File: src/rtl/rate_sched_ctrl.sv
// rate_sched_ctrl: run/stop controller and divisor reconfiguration scheduler
// for the toggling clock divider. Produces a one-cycle tick at each terminal
// count and a 50%-duty toggled cout. New divisors arrive via valid/ready and
// are applied only on period boundaries, so cout never shows a runt phase.
// Optional feature macro: RATE_SCHED_ONESHOT_EN (adds the oneshot input).
module rate_sched_ctrl #(
    parameter int unsigned W         = 32,
    parameter logic [W-1:0] D_DEFAULT = W'(25000000)
) (
    input  logic         cin,
    input  logic         rst_n,
    input  logic         start,
    input  logic         stop,
`ifdef RATE_SCHED_ONESHOT_EN
    input  logic         oneshot,
`endif
    input  logic         cfg_valid,
    input  logic [W-1:0] cfg_div,
    output logic         cfg_ready,
    output logic         tick,
    output logic         cout,
    output logic         busy
);

    typedef enum logic {
        IDLE = 1'b0,
        RUN  = 1'b1
    } state_t;

    state_t       state;
    state_t       state_next;
    logic [W-1:0] count;
    logic [W-1:0] div_active;
    logic [W-1:0] div_pending;
    logic         pend;
    logic [W-1:0] eff_div;
    logic [W-1:0] last_count;
    logic         term;
    logic         xfer;
    logic         leave_run;
    logic         oneshot_q;

    // Effective divisor, terminal-count detect and handshake qualification.
    always_comb begin
        eff_div    = (div_active == '0) ? W'(1) : div_active;
        last_count = eff_div - W'(1);
        term       = (state == RUN) && (count >= last_count);
        xfer       = cfg_valid && !pend;
    end

`ifdef RATE_SCHED_ONESHOT_EN
    // A captured oneshot request ends the run at the first terminal count.
    always_comb begin
        leave_run = (state == RUN) && (stop || (term && oneshot_q));
    end
`else
    // Free-running until stop.
    always_comb begin
        leave_run = (state == RUN) && stop;
        oneshot_q = 1'b0;
    end
`endif

    // State register.
    always_ff @(posedge cin or negedge rst_n) begin
        if (!rst_n) begin
            state <= IDLE;
        end else begin
            state <= state_next;
        end
    end

    // Next-state logic: stop wins over start; start ignored while running.
    always_comb begin
        state_next = state;
        case (state)
            IDLE: if (start && !stop) state_next = RUN;
            RUN:  if (leave_run) state_next = IDLE;
            default: state_next = IDLE;
        endcase
    end

    // Outputs decoded from registered state.
    always_comb begin
        busy      = (state == RUN);
        cfg_ready = !pend;
    end

`ifdef RATE_SCHED_ONESHOT_EN
    // Capture the oneshot request together with the start that launches RUN.
    always_ff @(posedge cin or negedge rst_n) begin
        if (!rst_n) begin
            oneshot_q <= 1'b0;
        end else if (state == IDLE && start && !stop) begin
            oneshot_q <= oneshot;
        end
    end
`endif

    // Counter, tick/cout generation and divisor scheduling.
    always_ff @(posedge cin or negedge rst_n) begin
        if (!rst_n) begin
            count       <= '0;
            div_active  <= D_DEFAULT;
            div_pending <= '0;
            pend        <= 1'b0;
            tick        <= 1'b0;
            cout        <= 1'b0;
        end else begin
            case (state)
                IDLE: begin
                    count <= '0;
                    tick  <= 1'b0;
                    cout  <= 1'b0;
                    if (xfer) begin
                        div_active <= cfg_div;
                    end
                end
                RUN: begin
                    if (stop) begin
                        // Leaving RUN: a divisor offered now or already
                        // pending becomes active at once.
                        count <= '0;
                        tick  <= 1'b0;
                        cout  <= 1'b0;
                        if (xfer) begin
                            div_active <= cfg_div;
                        end else if (pend) begin
                            div_active <= div_pending;
                            pend       <= 1'b0;
                        end
                    end else if (term) begin
                        count <= '0;
                        tick  <= 1'b1;
                        cout  <= oneshot_q ? 1'b0 : !cout;
                        if (pend) begin
                            div_active <= div_pending;
                            pend       <= 1'b0;
                        end else if (xfer) begin
                            if (oneshot_q) begin
                                div_active <= cfg_div;
                            end else begin
                                // Offer on the boundary edge waits for the
                                // next boundary.
                                div_pending <= cfg_div;
                                pend        <= 1'b1;
                            end
                        end
                    end else begin
                        count <= count + W'(1);
                        tick  <= 1'b0;
                        if (xfer) begin
                            div_pending <= cfg_div;
                            pend        <= 1'b1;
                        end
                    end
                end
                default: begin
                    count <= '0;
                    tick  <= 1'b0;
                    cout  <= 1'b0;
                end
            endcase
        end
    end

endmodule

File: config.mk
export PLATFORM = sky130hd
export DESIGN_NAME = rate_sched_ctrl
export DESIGN_NICKNAME = d
export VERILOG_FILES = /design/src/rtl/rate_sched_ctrl.sv
export SDC_FILE = /design/constraint.sdc
export NUM_CORES = 1
export LEC_CHECK = 0
export CORE_UTILIZATION = 40
export CTS_BUF_LIST = sky130_fd_sc_hd__clkbuf_4 sky130_fd_sc_hd__clkbuf_8
export DETAILED_ROUTE_END_ITERATION = 10
export PLACE_DENSITY = 0.61
export SETUP_SLACK_MARGIN = 0.3
export SYNTH_ARGS = -nofsm -noshare
export SYNTH_HDL_FRONTEND = slang
export SYNTH_SLANG_ARGS = --single-unit
File: constraint.sdc
create_clock -name cin -period 4.05 [get_ports cin]
set_input_delay 0.405 -clock cin [delete_from_list [all_inputs] [get_ports cin]]
set_output_delay 0.405 -clock cin [all_outputs]
set_load 0.01 [all_outputs]
==> out/results.tsv, run 1 <==
stage	metric	value	unit
drt	antenna viol nets, final	0	
placement	GPL Wtd Cong	0.811	
drt	drt pass-1 iters	5	
timing	FMAX	249	MHz
drt	via count	4488	
pwr	LEAKAGE	2.94	nW
floorplan	Die Span Y	123	microns
worst_hold_path	Min-Delay Path Class	in2async	
timing	Tcrit/Tclk final	99.3	%
job	max cap viols	0	
layout	synthesis-to-finish area growth	21.9	%
clocking	CTS sink count	100	
pwr	Max VDD drop	0.273	mV
drt	# DRC	0	
timing	Fin. Hold Viols	0	
clocking	H-tree depth	3	
drt	DR WL/cell	16.9	microns
clocking	Clk pin slew, worst setup/hold paths	110	ps
global_route	Tot GR Track Use	19.4	%
worst_setup_path	Data required, critical path	4320	ps
layout	most frequent cells in the layout	dfrtp_1, xnor2_1, nor3_1, inv_1, clkdlybuf4s50_1	
clocking	TritonCTS clock tree	built	
global_route	first-pass GRT wire length	22600	microns
placement	Port Buffer Count	40	
timing	relative slew slack	25.5	%
floorplan	# rows	43	
synthesis	asr flop ratio synth	100	%
timing	Min Hold Slack	82.5	ps
drt	routed wire length	13700	microns
worst_setup_path	CP max-delay cell	or4_4	
global_route	initial antenna violation count	0	
worst_setup_path	critical path class	reg2reg	
layout	final net count	702	
pwr	pwr dens	410	nW/um^2
layout	most common cell after layout, fill and taps aside	dfrtp_1	
worst_setup_path	Crit Path Max Fanout	16	
layout	layout cells sized above 1	22.4	%
outcome	run status	complete, no violations	
timing	RSZ-0062 raised after global routing	true	
timing	Worst Skew	18.8	ps
clocking	cts bufs inserted	9	
synthesis	Mapped Nets	633	
worst_setup_path	crit path DAT	4290	ps
floorplan	Core Area	14000	sq um
timing	Slew Limit Fails	0	
synthesis	top cell type's share of synthesized area	37.8	%
layout	Layout fillers	1261	
worst_setup_path	crit end category	register	
global_route	grt ovf	0	
synthesis	post-synthesis sequential area ratio	43.2	%
synthesis	Post-synth EDFFs	0	
global_route	pin count of the biggest net entering global routing	70	
synthesis	synth top area cells	dfrtp_1, ha_1, xnor2_1, mux2_2, dfstp_2	
synthesis	Yosys top cell by area	dfrtp_1	
clocking	maximum root-to-sink buffer count	2	
floorplan	die width	123	microns
global_route	vias in the first global route	4542	
worst_setup_path	critical path cell sequence	or4_4 > nor4_4 > a41oi_2 > ha_2 > nor2b_4 > and3_4 > nand3_4 > buf_6 > nor4_4 > xnor2_1 > ha_1 > nand4_1 > nor4_1 > o21ai_1 > and3b_2 > a211oi_4 > buf_6 > buf_12 > a32oi_1	
drt	average via count per standard cell	5.51	
drt	DR iter-0 viols	211	
worst_setup_path	Top Family by Delay on Critical Path	simple AND/OR/NAND/NOR gates	
floorplan	die area	15100	sq um
synthesis	dominant synthesized flop cell	dfrtp_1	
synthesis	mapped cell area	5830	sq um
clocking	worst skew pair latency	400	ps
timing	Setup violations, final	0	
timing	Slew @ Worst Pin	1110	ps
layout	antenna cell count	0	
synthesis	Gate Count Post-Synth	562	
timing	post-layout min period	4020	ps
worst_setup_path	CP peak stage delay	560	ps
clocking	CTS root buffer	clkbuf_8	
synthesis	post-synthesis register bit count	100	
synthesis	syn_area_per_cell	10.4	sq um
layout	Post-Layout Cell Count	815	
placement	dpl hpwl	9480	microns
floorplan	num ports	41	
worst_setup_path	CP startpoint kind	register	
synthesis	Netlist cell types	57	
floorplan	starting density of the core	41.5	%
worst_setup_path	CP bufs+invs	3	
placement	placed cells	785	
synthesis	Syn. warnings	0	
## per-stage QoR
stage	area (sq um)	util, %	power (W)	worst slack (ps)	TNS (ps)
after global routing	7110	50.6	0.00309	-138	-5660
final	7110	50.6	0.00291	28.0	0
after global placement	6620	47.1	0.00218	-25.9	-37.2
after floorplan	5870	-	0.00192	135	0
after detailed placement	6620	47.1	0.00222	-73.9	-166
after CTS	6920	49.3	0.00291	55.4	0
## area by class of cell
cell class | instances | area [sq um] | area share [%]
Inverter | 41 | 154 | 2.16
Clock buffer | 9 | 124 | 1.74
Timing Repair Buffer | 84 | 866 | 12.2
Clock inverter | 6 | 70.1 | 0.985
Tap cell | 180 | 225 | 3.17
Multi-Input combinational cell | 395 | 3150 | 44.4
Sequential cell | 100 | 2520 | 35.4
## worst paths after layout
check | start | endpoint | slack [ps] | depth (start not counted)
setup / recovery | div_active[26]$_DFFE_PN0P_ | div_active[2]$_DFFE_PN0P_ | 30 | 19
hold / removal | rst_n | div_pending[9]$_DFFE_PN0P_ | 80 | 1
setup reg to reg | div_active[26]$_DFFE_PN0P_ | div_active[2]$_DFFE_PN0P_ | 30 | 19
hold reg to reg | div_pending[0]$_DFFE_PN0P_ | div_pending[0]$_DFFE_PN0P_ | 520 | 1
max in group asynchronous | rst_n | count[31]$_DFF_PN0_ | 2970 | 2
min in group cin | div_pending[0]$_DFFE_PN0P_ | div_pending[0]$_DFFE_PN0P_ | 520 | 1
## worst register-to-register path, cell delays in order, from the launching register on
cell and delay, ps:
dfrtp_1 400, or4_4 560, nor4_4 210, a41oi_2 180, ha_2 210, nor2b_4 130, and3_4 160, nand3_4 80
buf_6 110, nor4_4 30, xnor2_1 120, ha_1 300, nand4_1 160, nor4_1 260, o21ai_1 160, and3b_2 260
a211oi_4 160, buf_6 170, buf_12 150, a32oi_1 70
## where the power goes
group | total, W | internal [W] | switching (W)
Sequential | 0.00141 | 0.00125 | 0.000163
Clock | 0.000666 | 0.000290 | 0.000376
Combinational | 0.000832 | 0.000426 | 0.000405
## layer usage
metal | global-route usage, % | vias up | routed length, microns
met5 | 0 | - | 0
met4 | 6.78 | 0 | 143
met3 | 3.58 | 9 | 380
met2 | 30.0 | 72 | 6490
met1 | 27.0 | 2193 | 6730
li1 | - | 2214 | -
## synth_stat cells, drive strengths merged, types with 11 or more instances
master,n
clkbuf,13
nor4,11
nor3,47
nand4,12
a21oi,12
buf,13
ha,34
a32oi,32
dfrtp,88
nand3,15
inv,41
xor2,13
nor2,28
mux2,32
nand2,24
xnor2,45
dfstp,12
o22ai,32
## kinds of logic after synthesis
family	synth area share (%)
simple gates	16.3
compound gates	13.2
flops	43.2
buf+inv	4.91
xor+xnor	8.71
fa+ha+maj	7.29
mux	6.35
## what timing repair did
item | CTS | global route
gates resized for setup | 7 | 15
pin swaps | 1 | 2
hold buffers | 0 | 0
endpoints found under the setup margin | 67 | 67
cloned | 1 | 4
setup buffers | 8 | 2
hold endpoints to repair | 0 | 0
## registers in the layout, summed over array words and instances (netlist names)
register     cells
busy             1
count           32
div_pending     32
tick             1
pend             1
div_active      32
cout             1
No activity file was read; power rests on OpenSTA's default activity.
==> run 2, diff against run 1 <==
- GPL_ROUTABILITY_DRIVEN: default -> 0
- PLACE_DENSITY: 0.61 -> 0.65
==> run 2 against run 1 <==
Maximum frequency down 0.67%. Clock-buffer cell count up 1. Critical endpoint is now div_active[15]$_DFFE_PN0P_. First-iteration DRC count up 9.0%. Flip-flop and latch count unchanged.
==> out/results.tsv, run 2 (synthesized netlist as in run 1, its figures left out) <==
stage	metric	value	unit
outcome	run status	complete, no violations	
clocking	H-tree depth	3	
worst_setup_path	CP bufs+invs	3	
floorplan	num ports	41	
timing	Slew @ Worst Pin	1100	ps
layout	top flop regs	count: 32 flops, div_active: 32 flops, div_pending: 32 flops	
pwr	Max VDD drop	0.308	mV
timing	Setup violations, final	0	
worst_setup_path	crit end category	register	
layout	layout cells sized above 1	28.5	%
layout	final net count	711	
timing	relative slew slack	26.6	%
layout	Layout fillers	1197	
timing	post-layout min period	4050	ps
drt	# DRC	0	
worst_setup_path	critical path cell sequence	or4_4 > nor4_4 > a41oi_2 > ha_2 > nor2b_4 > and3_4 > nand3_4 > nor3_4 > xnor2_2 > ha_1 > nand4_1 > buf_4 > o2111ai_4 > and3b_2 > a211oi_4 > buf_6 > clkbuf_16 > a32oi_1	
layout	Post-Layout Cell Count	825	
global_route	initial antenna violation count	0	
timing	FMAX	247	MHz
placement	dpl hpwl	9300	microns
worst_setup_path	r2r endpoint	div_active[15]$_DFFE_PN0P_	
pwr	LEAKAGE	3.07	nW
pwr	NetSw	0.000978	W
pwr	Clk network pwr share	20.7	%
clocking	maximum root-to-sink buffer count	2	
drt	via count	4638	
clocking	CTS sink count	100	
timing	Tcrit/Tclk final	100	%
pwr	Seq pwr share	48.8	%
worst_hold_path	Min-Delay Path Class	in2async	
drt	antenna viol nets, final	0	
global_route	grt ovf	0	
pwr	pwr dens	396	nW/um^2
global_route	Tot GR Track Use	19.7	%
worst_setup_path	critical path class	reg2reg	
pwr	sw frac	33.4	%
timing	Slew Limit Fails	0	
timing	RSZ-0062 raised after global routing	true	
floorplan	die area	15100	sq um
pwr	Tot Pwr	0.00293	W
pwr	combinational share of power	30.5	%
placement	Port Buffer Count	40	
worst_setup_path	CP max-delay cell	or4_4	
timing	Worst Skew	12.3	ps
clocking	cts bufs inserted	9	
drt	DR WL/cell	17.4	microns
worst_setup_path	CP Depth	18	
drt	routed wire length	14300	microns
global_route	first-pass GRT wire length	22800	microns
floorplan	Core Area	14000	sq um
worst_setup_path	Crit Path Max Fanout	8	
clocking	worst skew pair latency	390	ps
drt	DR iter-0 viols	230	
layout	Design Area, Final	7410	sq um
layout	most common cell after layout, fill and taps aside	dfrtp_1	
global_route	vias in the first global route	4563	
worst_setup_path	crit path DAT	4320	ps
layout	most frequent cells in the layout	dfrtp_1, xnor2_1, inv_1, clkdlybuf4s50_1, buf_4	
pwr	P_int	0.00196	W
clocking	CTS hold repair buffers	0	
clocking	TritonCTS clock tree	built	
worst_setup_path	CP startpoint kind	register	
floorplan	die width	123	microns
clocking	CTS root buffer	clkbuf_8	
floorplan	# rows	43	
placement	placed instance area	6580	sq um
worst_setup_path	Top Family by Delay on Critical Path	simple AND/OR/NAND/NOR gates	
layout	antenna cell count	0	
job	max cap viols	0	
worst_setup_path	CP peak stage delay	540	ps
floorplan	starting density of the core	41.5	%
clocking	Clk pin slew, worst setup/hold paths	100	ps
worst_setup_path	Data required, critical path	4320	ps
placement	placed cells	780	
timing	Fin. Hold Viols	0	
worst_setup_path	R2R Path Start	div_active[24]$_DFFE_PN1P_	
layout	synthesis-to-finish area growth	27.0	%
worst_setup_path	FF-to-FF setup slack	0.8	ps
global_route	pin count of the biggest net entering global routing	71	
worst_setup_path	cell depth of the worst flop-to-flop path	18	
floorplan	Die Span Y	123	microns
drt	drt pass-1 iters	4	
drt	average via count per standard cell	5.62	
-- run 2: changes by cell type in the layout (fill, tap and decap cells not counted), moves of 3 or more --
cell and change:
a32oi_1 -9, buf_4 +4, nand2_4 +3, nor3_1 -6
nor4_2 +4, nor3_2 +5, a32oi_2 +9, nor4_1 -4
nand2_1 -4, buf_6 +3, o21ai_2 +4
-- run 2: final cells by class --
type                    count  area [sq um]  share of cell area [%]
clock buffers              10           131                    1.77
flip-flops and latches    100          2520                    34.0
well taps                 180           225                    3.04
multi-input cells         395          3350                    45.2
inverters                  41           154                    2.08
repair buffers             93           982                    13.3
clock inverters             6          46.3                   0.625
-- run 2: metrics by stage --
| step | utilization [%] | setup slack [ps] | TNS, ps | hold WS (ps) |
|---|---|---|---|---|
| 2_1_floorplan | - | 135 | 0 | 109 |
| 6_report | 52.8 | 0.794 | 0 | 106 |
| 4_1_cts | 50.0 | -30.0 | -370 | 135 |
| 3_5_place_dp | 46.8 | -72.5 | -1390 | 495 |
| 5_1_grt | 52.8 | -153 | -6120 | 172 |
| 3_3_place_gp | 46.8 | -4.29 | -29.9 | 490 |
-- run 2: power by group through the flow --
stage,Clock (W),Combinational [W],Sequential (W)
finish,0.000607,0.000896,0.00143
detailed placement,0,0.000767,0.00144
CTS,0.000619,0.000827,0.00142
floorplan,0,0.000503,0.00142
global route,0.000654,0.000983,0.00146
global placement,0,0.000737,0.00142
-- run 2: per-layer routing --
metal | share of wire (%) | global-route usage (%) | vias to the layer above | wire, microns
met2 | 48 | 30.2 | 91 | 6910
met1 | 45 | 27.3 | 2286 | 6500
met5 | 0 | 0 | - | 0
met4 | 3.2 | 8.23 | 0 | 460
li1 | - | - | 2229 | -
met3 | 3.3 | 3.44 | 32 | 474
-- run 2: repair_timing --
action | 4_1_cts | 5_1_grt
setup buffers | 13 | 8
cloned | 2 | 6
gates resized for setup | 27 | 38
endpoints found under the setup margin | 67 | 67
pin swaps | 32 | 27
-- run 2: how the worst max path moves through the flow --
stage,from,to,slack (ps)
floorplan,div_active[14]$_DFFE_PN1P_,div_active[0]$_DFFE_PN0P_,130
global placement,div_active[26]$_DFFE_PN0P_,div_active[0]$_DFFE_PN0P_,-4
detailed placement,div_active[26]$_DFFE_PN0P_,div_active[5]$_DFFE_PN0P_,-70
CTS,div_active[26]$_DFFE_PN0P_,div_active[17]$_DFFE_PN0P_,-30
global route,div_active[26]$_DFFE_PN0P_,div_active[3]$_DFFE_PN0P_,-150
finish,div_active[24]$_DFFE_PN1P_,div_active[15]$_DFFE_PN0P_,0.8
